==> src/rtl/coprocessor_pkg.sv <==
// Shared coprocessor definitions: operand types, walk modes,
// sequencer states and config field positions.
package coprocessor_pkg;

  localparam logic [2:0] TYPE_A = 3'b001;
  localparam logic [2:0] TYPE_B = 3'b010;
  localparam logic [2:0] TYPE_C = 3'b100;

  localparam logic [1:0] MODE_SINGLE = 2'b00;
  localparam logic [1:0] MODE_ROW    = 2'b01;
  localparam logic [1:0] MODE_COL    = 2'b10;

  localparam int CFG_LAMBDA_LSB = 0;
  localparam int CFG_GAMMA_LSB  = 8;
  localparam int CFG_MU_LSB     = 16;

  typedef enum logic [1:0] {
    S_IDLE,
    S_SETUP,
    S_EMIT,
    S_DONE
  } state_t;

endpackage

==> src/rtl/block_base_calc.sv <==
// Bounds check plus block base, walk stride and block count
// for one sequencer command.
module block_base_calc
  import coprocessor_pkg::*;
#(
  parameter int IW           = 8,
  parameter int K            = 2,
  parameter int W            = 20,
  parameter int INPUT_START  = 2,
  parameter int OUTPUT_START = 700
) (
  input  logic [IW-1:0] lambda,
  input  logic [IW-1:0] mu,
  input  logic [IW-1:0] gamma,
  input  logic [2:0]    typ,
  input  logic [1:0]    mode,
  input  logic [IW-1:0] row,
  input  logic [IW-1:0] col,
  output logic          err,
  output logic [W-1:0]  base,
  output logic [W-1:0]  step,
  output logic [IW-1:0] blocks
);

  localparam logic [W-1:0] KSQ = W'(K * K);

  logic          is_a, is_b, is_c;
  logic [IW-1:0] rows, cols;
  logic [W-1:0]  blk, origin;

  always_comb begin
    is_a   = (typ == TYPE_A);
    is_b   = (typ == TYPE_B);
    is_c   = (typ == TYPE_C);
    rows   = '0;
    cols   = '0;
    blk    = '0;
    origin = '0;
    unique case (1'b1)
      is_a: begin
        rows   = lambda;
        cols   = mu;
        blk    = W'(row) * W'(mu) + W'(col);
        origin = W'(INPUT_START);
      end
      is_b: begin
        rows   = mu;
        cols   = gamma;
        blk    = W'(lambda) * W'(mu)
               + W'(row) * W'(gamma) + W'(col);
        origin = W'(INPUT_START);
      end
      is_c: begin
        rows   = lambda;
        cols   = gamma;
        blk    = W'(row) * W'(gamma) + W'(col);
        origin = W'(OUTPUT_START);
      end
      default: ;
    endcase
  end

  always_comb begin
    base   = origin + blk * KSQ;
    // a column step skips one full block-row
    step   = (mode == MODE_COL) ? W'(cols) * KSQ : KSQ;
    blocks = '0;
    case (mode)
      MODE_SINGLE: blocks = IW'(1);
      MODE_ROW:    blocks = cols - col;
      MODE_COL:    blocks = rows - row;
      default:     blocks = '0;
    endcase
    err = !(is_a || is_b || is_c)
       || (mode == 2'b11)
       || (rows == '0) || (cols == '0)
       || (row >= rows) || (col >= cols);
  end

endmodule

==> src/rtl/block_address_sequencer.sv <==
// Handshaked line-address stream over one block, block-row
// or block-column of the partitioned matrix memory.
module block_address_sequencer
  import coprocessor_pkg::*;
#(
  parameter int INDEX_WIDTH  = 8,
  parameter int K            = 2,
  parameter int ADDR_WIDTH   = 10,
  parameter int INPUT_START  = 2,
  parameter int OUTPUT_START = 700,
  localparam int PW = (K > 1) ? $clog2(K) : 1
) (
  input  logic                   i_Clk,
  input  logic                   i_Reset,
  input  logic [31:0]            i_Config,
  input  logic                   i_Start,
  input  logic [2:0]             i_Type,
  input  logic [1:0]             i_Mode,
  input  logic [INDEX_WIDTH-1:0] i_Row_Index,
  input  logic [INDEX_WIDTH-1:0] i_Column_Index,
  input  logic                   i_Ready,
  output logic                   o_Valid,
  output logic [ADDR_WIDTH-1:0]  o_Address,
  output logic [PW-1:0]          o_Position,
  output logic [INDEX_WIDTH-1:0] o_Row_Index,
  output logic [INDEX_WIDTH-1:0] o_Column_Index,
  output logic                   o_Last,
  output logic                   o_Busy,
  output logic                   o_Done,
  output logic                   o_Error
);

  localparam int IW = INDEX_WIDTH;
  localparam int W  = 2 * IW + 2 * $clog2(K) + 2;
  localparam logic [PW-1:0] POS_MAX = PW'(K - 1);
  localparam logic [W-1:0]  LINE    = W'(K);

  state_t        state, state_nx;
  logic [IW-1:0] lambda_q, mu_q, gamma_q;
  logic [IW-1:0] row_q, col_q, blocks_q;
  logic [2:0]    type_q;
  logic [1:0]    mode_q;
  logic [W-1:0]  base_q, addr_q, step_q;
  logic [PW-1:0] pos_q;
  logic          err_q;

  logic          c_err;
  logic [W-1:0]  c_base, c_step;
  logic [IW-1:0] c_blocks;
  logic          valid, fire, wrap, last;
  logic          unused_cfg;

  assign unused_cfg = ^i_Config;

  block_base_calc #(
    .IW           (IW),
    .K            (K),
    .W            (W),
    .INPUT_START  (INPUT_START),
    .OUTPUT_START (OUTPUT_START)
  ) u_calc (
    .lambda (lambda_q),
    .mu     (mu_q),
    .gamma  (gamma_q),
    .typ    (type_q),
    .mode   (mode_q),
    .row    (row_q),
    .col    (col_q),
    .err    (c_err),
    .base   (c_base),
    .step   (c_step),
    .blocks (c_blocks)
  );

  assign valid = (state == S_EMIT);
  assign fire  = valid && i_Ready;
  assign wrap  = (pos_q == POS_MAX);
  assign last  = wrap && (blocks_q == IW'(1));

  always_comb begin
    state_nx = state;
    unique case (state)
      S_IDLE:  if (i_Start) state_nx = S_SETUP;
      S_SETUP: state_nx = c_err ? S_IDLE : S_EMIT;
      S_EMIT:  if (fire && last) state_nx = S_DONE;
      S_DONE:  state_nx = S_IDLE;
      default: state_nx = S_IDLE;
    endcase
  end

  always_ff @(posedge i_Clk or posedge i_Reset) begin
    if (i_Reset) state <= S_IDLE;
    else         state <= state_nx;
  end

  always_ff @(posedge i_Clk or posedge i_Reset) begin
    if (i_Reset) begin
      lambda_q <= '0;
      mu_q     <= '0;
      gamma_q  <= '0;
      row_q    <= '0;
      col_q    <= '0;
      blocks_q <= '0;
      type_q   <= '0;
      mode_q   <= '0;
      base_q   <= '0;
      addr_q   <= '0;
      step_q   <= '0;
      pos_q    <= '0;
      err_q    <= 1'b0;
    end else begin
      err_q <= (state == S_SETUP) && c_err;
      if (state == S_IDLE && i_Start) begin
        lambda_q <= i_Config[CFG_LAMBDA_LSB +: IW];
        gamma_q  <= i_Config[CFG_GAMMA_LSB +: IW];
        mu_q     <= i_Config[CFG_MU_LSB +: IW];
        type_q   <= i_Type;
        mode_q   <= i_Mode;
        row_q    <= i_Row_Index;
        col_q    <= i_Column_Index;
      end
      if (state == S_SETUP) begin
        base_q   <= c_base;
        addr_q   <= c_base;
        step_q   <= c_step;
        blocks_q <= c_blocks;
        pos_q    <= '0;
      end
      // incremental stepping replaces per-beat multiplies
      if (fire) begin
        if (wrap) begin
          pos_q    <= '0;
          base_q   <= base_q + step_q;
          addr_q   <= base_q + step_q;
          blocks_q <= blocks_q - IW'(1);
          if (mode_q == MODE_ROW) col_q <= col_q + IW'(1);
          if (mode_q == MODE_COL) row_q <= row_q + IW'(1);
        end else begin
          pos_q  <= pos_q + PW'(1);
          addr_q <= addr_q + LINE;
        end
      end
    end
  end

  assign o_Valid        = valid;
  assign o_Address      = valid ? ADDR_WIDTH'(addr_q) : '0;
  assign o_Position     = valid ? pos_q : '0;
  assign o_Row_Index    = valid ? row_q : '0;
  assign o_Column_Index = valid ? col_q : '0;
  assign o_Last         = valid && last;
  assign o_Busy         = (state != S_IDLE);
  assign o_Done         = (state == S_DONE);
  assign o_Error        = err_q;

endmodule
==> config.mk <==
export PLATFORM = sky130hd
export DESIGN_NAME = block_address_sequencer
export DESIGN_NICKNAME = d
export VERILOG_FILES = /design/src/rtl/coprocessor_pkg.sv /design/src/rtl/block_base_calc.sv /design/src/rtl/block_address_sequencer.sv
export SDC_FILE = /design/constraint.sdc
export NUM_CORES = 1
export LEC_CHECK = 0
export ABC_CLOCK_PERIOD_IN_PS = 7400
export CAP_MARGIN = 20
export CORE_UTILIZATION = 40
export DETAILED_ROUTE_END_ITERATION = 10
export MAX_ROUTING_LAYER = met4
export PLACE_DENSITY = 0.64
export SETUP_SLACK_MARGIN = 0.2
export SLEW_MARGIN = 0
export SYNTH_ARGS = -nofsm -noshare
export SYNTH_HDL_FRONTEND = slang
export SYNTH_SLANG_ARGS = --single-unit
export TNS_END_PERCENT = 20
==> constraint.sdc <==
create_clock -name i_Clk -period 7.4 [get_ports i_Clk]
set_clock_uncertainty 0.1 [all_clocks]
set_input_delay 0.74 -clock i_Clk [delete_from_list [all_inputs] [get_ports i_Clk]]
set_output_delay 0.74 -clock i_Clk [all_outputs]
set_load 0.005 [all_outputs]
-- After elaboration in Yosys (flattened, before gate mapping)
Cells that the tools add are included.
- bits in registers: 117
- input port bits: 57
- output and inout port bits: 32
- add/sub/neg operators: 13
- $mul: 3
- order comparisons: 2
- eq/ne operators: 12
- muxes and demuxes: 34
- reductions and logical operators: 24
- operators with widths (kind ; count):
    20-bit 2-to-1 mux ; 6
    8-bit 2-to-1 mux ; 13
    18-bit case mux with 3 select lines ; 1
    8-bit by 8-bit multiplier with 16-bit output ; 3
    16-bit by 8-bit adder with 17-bit output ; 2
    8-bit case mux with 2 select lines ; 2
    8-bit case mux with 3 select lines ; 1
    10-bit by 20-bit adder with 20-bit output ; 1
    20-bit by 2-bit adder with 20-bit output, second input constant ; 1
    20-bit adder ; 1
    10-bit 2-to-1 mux ; 2
    10-bit case mux with 2 select lines ; 1
    18-bit by 8-bit adder with 18-bit output ; 1
    16-bit by 16-bit adder with 17-bit output ; 1
    8-bit by 1-bit adder with 8-bit output, second input constant ; 2
    8-bit >= comparator ; 2
    8-bit zero test ; 2
    8-bit subtractor ; 2
    2-bit equality test, second input constant ; 4
    8-bit by 1-bit equality test with 1-bit output, second input constant ; 1
    2-bit case mux with 4 select lines ; 1
    8-bit by 1-bit subtractor with 8-bit output, second input constant ; 1
    1-bit logical OR ; 7
    1-bit logical AND ; 6
    other kinds (14) ; 24

-- Depth between registers and ports, before layout
- depth after elaboration: 11
- depth in mapped cells: 32
- depth with buffers taken out: 30

-- Modules after synthesis
A second synthesis with hierarchy kept.
- cells, all modules: 1754
- area total of the unflattened synthesis: 14495.2 um2
- modules (own cells, without submodules) (module ; instances ; cells each ; area an instance (um2)):
    block_base_calc ; 1 ; 1198 ; 9699.3
    block_address_sequencer ; 1 ; 556 ; 4795.8

-- Least setup slack after synthesis
Ideal clock, no wire load.
- path type: flip-flop to flip-flop
- from: reg row_q[0]
- to: reg addr_q[8]
- arrival time: 7.380 ns
- data required time: 7.174 ns
- slack: -0.206 ns
- stages on the path, launching flop included: 29
- clock period less this slack: 7.606 ns
- path through: dfrtp_1 -> clkbuf_1 -> clkbuf_1 -> and2_1 -> ha_1 -> fa_1 -> ha_1 -> inv_1 -> fa_1 -> fa_1 -> fa_1 -> inv_1 -> fa_1 -> ha_1 -> inv_1 -> fa_1 -> fa_1 -> inv_1 -> ha_1 -> a21oi_1 -> o21ai_0 -> xor2_1 -> a22oi_1 -> o22ai_1 -> ha_1 -> nor3b_1 -> nor2_1 -> xor2_1 -> a221o_1
- cells in the longest elaborated chain, start to end: 7
- elaborated cells on any way between the ends: 10
- RTL lines (item ; RTL line ; source):
    start: declaration ; block_address_sequencer.sv:40 ; logic [IW-1:0] row_q, col_q, blocks_q;
    start signal: assignment ; block_address_sequencer.sv:119 ; row_q <= i_Row_Index;
    start signal: assignment ; block_address_sequencer.sv:137 ; if (mode_q == MODE_COL) row_q <= row_q + IW'(1);
    8-bit by 8-bit multiplier with 16-bit output ; block_base_calc.sv:50, block_base_calc.sv:56 ;
    16-bit by 16-bit adder with 17-bit output ; block_base_calc.sv:50 ; + W'(row) * W'(gamma) + W'(col);
    18-bit by 8-bit adder with 18-bit output ; block_base_calc.sv:50 ;
    18-bit case mux with 3 select lines (*) ; block_base_calc.sv:39 ; unique case (1'b1)
    10-bit by 20-bit adder with 20-bit output (*) ; block_base_calc.sv:64 ; base = origin + blk * KSQ;
    20-bit 2-to-1 mux (*) ; block_address_sequencer.sv:122 ; if (state == S_SETUP) begin
    20-bit 2-to-1 mux (*) ; block_address_sequencer.sv:130 ; if (fire) begin
    end signal: assignment ; block_address_sequencer.sv:124 ; addr_q <= c_base;
    end signal: assignment ; block_address_sequencer.sv:134 ; addr_q <= base_q + step_q;
    end signal: assignment ; block_address_sequencer.sv:140 ; addr_q <= addr_q + LINE;
    end: declaration ; block_address_sequencer.sv:43 ; logic [W-1:0] base_q, addr_q, step_q;
Mark *: on every way between the ends. The rest lies on a longest branch, timed or not. The select of a mux whose other input is x is not followed.
A chain may end at the register's enable or synchronous reset.

-- Worst setup path in the final report
- from: reg gamma_q[3]
- to: reg addr_q[8]
- cells in the longest elaborated chain, start to end: 7
- elaborated cells on any way between the ends: 8
- RTL lines (item ; RTL line ; source):
    start: declaration ; block_address_sequencer.sv:39 ; logic [IW-1:0] lambda_q, mu_q, gamma_q;
    start signal: assignment ; block_address_sequencer.sv:115 ; gamma_q <= i_Config[CFG_GAMMA_LSB +: IW];
    8-bit by 8-bit multiplier with 16-bit output (*) ; block_base_calc.sv:50, block_base_calc.sv:56 ;
    16-bit by 16-bit adder with 17-bit output ; block_base_calc.sv:50 ;
    18-bit by 8-bit adder with 18-bit output ; block_base_calc.sv:50 ;
    18-bit case mux with 3 select lines (*) ; block_base_calc.sv:39 ;
    10-bit by 20-bit adder with 20-bit output (*) ; block_base_calc.sv:64 ;
    20-bit 2-to-1 mux (*) ; block_address_sequencer.sv:122 ;
    20-bit 2-to-1 mux (*) ; block_address_sequencer.sv:130 ;
Marked as above.

==> summary.md <==
| Metric | Value |
|---|---|
| Outcome | complete, no violations |
| First-pass GRT wire length | 41700 µm |
| Worst Setup End Kind | register |
| Post-synthesis adder-cell area fraction | 24.5% |
| Mapped Avg Cell Area | 7.89 µm² |
| Synth area leaders | dfrtp_1 23%, ha_1 13%, fa_1 11%, nand2_1 8.7%, xnor2_1 5.7% |
| Total nets after synthesis | approximately 1400 |
| Maximum fanout along the worst path | 5 |
| CP Launch Type | register |
| TNS Setup | 0 ns |
| DRC viols | 0 |
| Routed length per instance | 16.4 µm |
| Max clock buf depth | 2 |
| Clk_lat worst skew | 0.36 ns |
| Vias | ~8300 |
| Synth area leader | dfrtp_1 |
| Slew HR | 36.3% |
| CTS Sinks | 85 |
| Post-DR vias/cell | 5.22 |
| Synth async-reset ratio | 100% |
| Most common cell after layout, fill and taps aside | nand2_1 |
| Initial antenna violation count | 1 |
| Post-synthesis mux area share | less than 1% |
| Die width | ~160 µm |
| Cell Rows | 55 |
| CTS Buf Count | 9 |
| Number of flops mapped to enable cells by yosys | 0 |
| Crit share post-route | 97.4% |
| Synth Area in XOR/XNOR | 7.91% |
| Crit path time final | 7.21 ns |
| Warning count from the yosys run | 0 |
| Synth Flop Type | dfrtp_1 |
| Overall Power | around 4.6 mW |
| Largest net degree at the start of global routing | 54 |
| Commonest non-fill, non-tap cells in the layout | 216 x nand2_1, 130 x inv_1, 90 x ha_1 |
| Slowest cell on the critical path | fa_1 |
| Share of the synthesized area in the top cell type | a little under a quarter |
| IO Count | 89 |
| CP arrival | 7.34 ns |
| Grt ovf | 0 |
| PD cells | 409 mW/mm² |
| Synthesized flop and latch total | 85 |
| Final hold viol count | 0 |
| CP top delay family | adder cells |
| Port bufs | 80 |
| CP peak stage delay | between 0.5 and 0.6 ns |
| Final #Nets | about 1500 |
| GRT Util Overall | 22.9% |
| Routed WL | 25900 µm |
| Synthesized instance count | 1193 |
| Effective utilization at floorplan | 41.2% |
| Layout cells sized above 1 | 7.87% |
| Fin util | approximately 50% |
| Post-synthesis simple-gate area fraction | 22.0% |
| Initial DRC count | 627 |
| Worst Hold Class | register to register |
| CP Data Required Time | between 7 and 8 ns |
| CTS clk-pin slew, worst paths | 0.07 ns |
| Final HPWL DP | 19900 µm |
| CTS Hold Bufs | 0 |
| Synthesized area | about 0.0094 mm² |
| Largest family of logic cells by synthesized area | adder cells |
| Final Setup Violations | 0 |
| Setup CP Type | register to register |
| CTS tree | done |
| Clk root buf | clkbuf_16 |
| Vias in the first global route | 8080 |
| Static Leak | around 5.4 nW |
| Final setup margin | between 0.15 and 0.2 ns |
| Cell mode on critical path | fa_1 |
| Detail Route Antenna Nets | 0 |
| Routability cong. | 0.871 |
| CP bufs+invs | 4 |
| Core ar. | 0.0228 mm² |
| H-tree lvl count | 3 |
| DP Worst Slack | ~0.023 ns |
| Worst-Margin Slew | around 0.96 ns |
| Max Freq | 0.139 GHz |
| DR pass1 iterations | 5 |
| Syn-to-layout area delta | 18.8% |
| Sequential area share after synthesis | 22.6% |
| RSZ-0062 raised after global routing | true |
| Synth Area in Compound Gates | 14.9% |
| Total of max-cap violations | 0 |
| Die height | 155 µm |
| Cell variety after synth | 48 |
| Die Area | 0.0242 mm² |
| Fin. max-slew vios | 0 |
| Worst vdd ir | 0.000437 V |
-- stage by stage --
step                hold WS [ns]  instances  cell area [µm²]
global route               0.407       1584            11200
global placement           0.368       1562            10700
CTS                        0.398       1581            11100
floorplan                  0.342       1193             9540
detailed placement         0.379       1562            10700
finish                     0.391       1584            11200
-- tightest hold or removal path: stages, from the launching register on --
cell and delay [ns]:
dfrtp_1 0.34, nand2_1 0.05, o21ai_0 0.07
-- final timing paths --
check	startpoint	slack [ns]	end	depth (start not counted)
worst max-delay path	gamma_q[3]	0.19	addr_q[8]	26
worst min-delay path	base_q[0]	0.39	addr_q[0]	2
worst max register to register	gamma_q[3]	0.19	addr_q[8]	26
worst min register to register	base_q[0]	0.39	addr_q[0]	2
max in group asynchronous	i_Reset	5.41	type_q[2]	3
min in group asynchronous	i_Reset	0.65	gamma_q[7]	2
-- routing by layer --
metal,GRT usage (%),routed length (µm),part of all wire (%),vias up
li1,-,-,-,4052
met1,30.7,12000,46,3958
met2,36.5,12200,47,227
met3,3.18,1220,4.7,31
met4,5.42,459,1.8,0
met5,-,0,0,-
-- logic make-up after synthesis --
group                      Yosys count
and+or+nand+nor                    452
AOI/OAI and AO/OA                  221
buffers and inverters              197
adders and majority gates          152
xor gates and xnor gates            85
DFF                                 85
muxes                                1
-- state kept, by name, indices dropped and copies added, names as in the netlist, named ones only --
name      flops
mode_q        2
addr_q       10
step_q        8
type_q        3
col_q         8
pos_q         1
row_q         8
blocks_q      8
state         1
gamma_q       8
lambda_q      8
base_q       10
mu_q          8
o_Error       1
-- cells in the mapped netlist (3+ instances only) --
cell type	n
o211ai_1	10
nor2b_1	17
o21a_1	4
xnor2_1	61
xor2_1	24
or3_1	5
inv_1	134
buf_1	3
nor3_1	10
nor2_1	76
a22oi_1	25
clkbuf_2	4
nand2b_1	15
a221oi_1	5
a211oi_1	3
nand4_1	8
a221o_1	4
dfrtp_1	85
a311oi_1	3
nand3_1	15
o21ai_0	48
a21oi_1	64
and2_1	75
fa_1	54
o22ai_1	9
nand2_1	217
a21o_1	18
clkbuf_1	51
o21bai_1	5
ha_1	98
a32oi_1	3
buf_2	5
and3_1	7
a31oi_1	9
-- report_power, final --
group          internal, mW  switching [mW]  total (mW)
sequential            0.553           0.141       0.694
combinational          1.64            1.78        3.42
clock                 0.238           0.224       0.462
total                  2.43            2.15        4.58
-- timing repair --
item,CTS,global route
cloned,0,0
resized for setup,12,16
pin swaps,27,20
endpoints found under the setup margin,5,8
buffers inserted,3,2
-- cell type report --
class                   count  area [µm²]
clock inverters             7        66.3
diodes                      1        2.50
clock buffers               9         225
flip-flops and latches     85        2130
fillers                  2283       11700
multi-input cells         911        6730
repair buffers            124        1130
inverters                 134         504
well taps                 313         392
No activity file was read; power rests on OpenSTA's default activity.
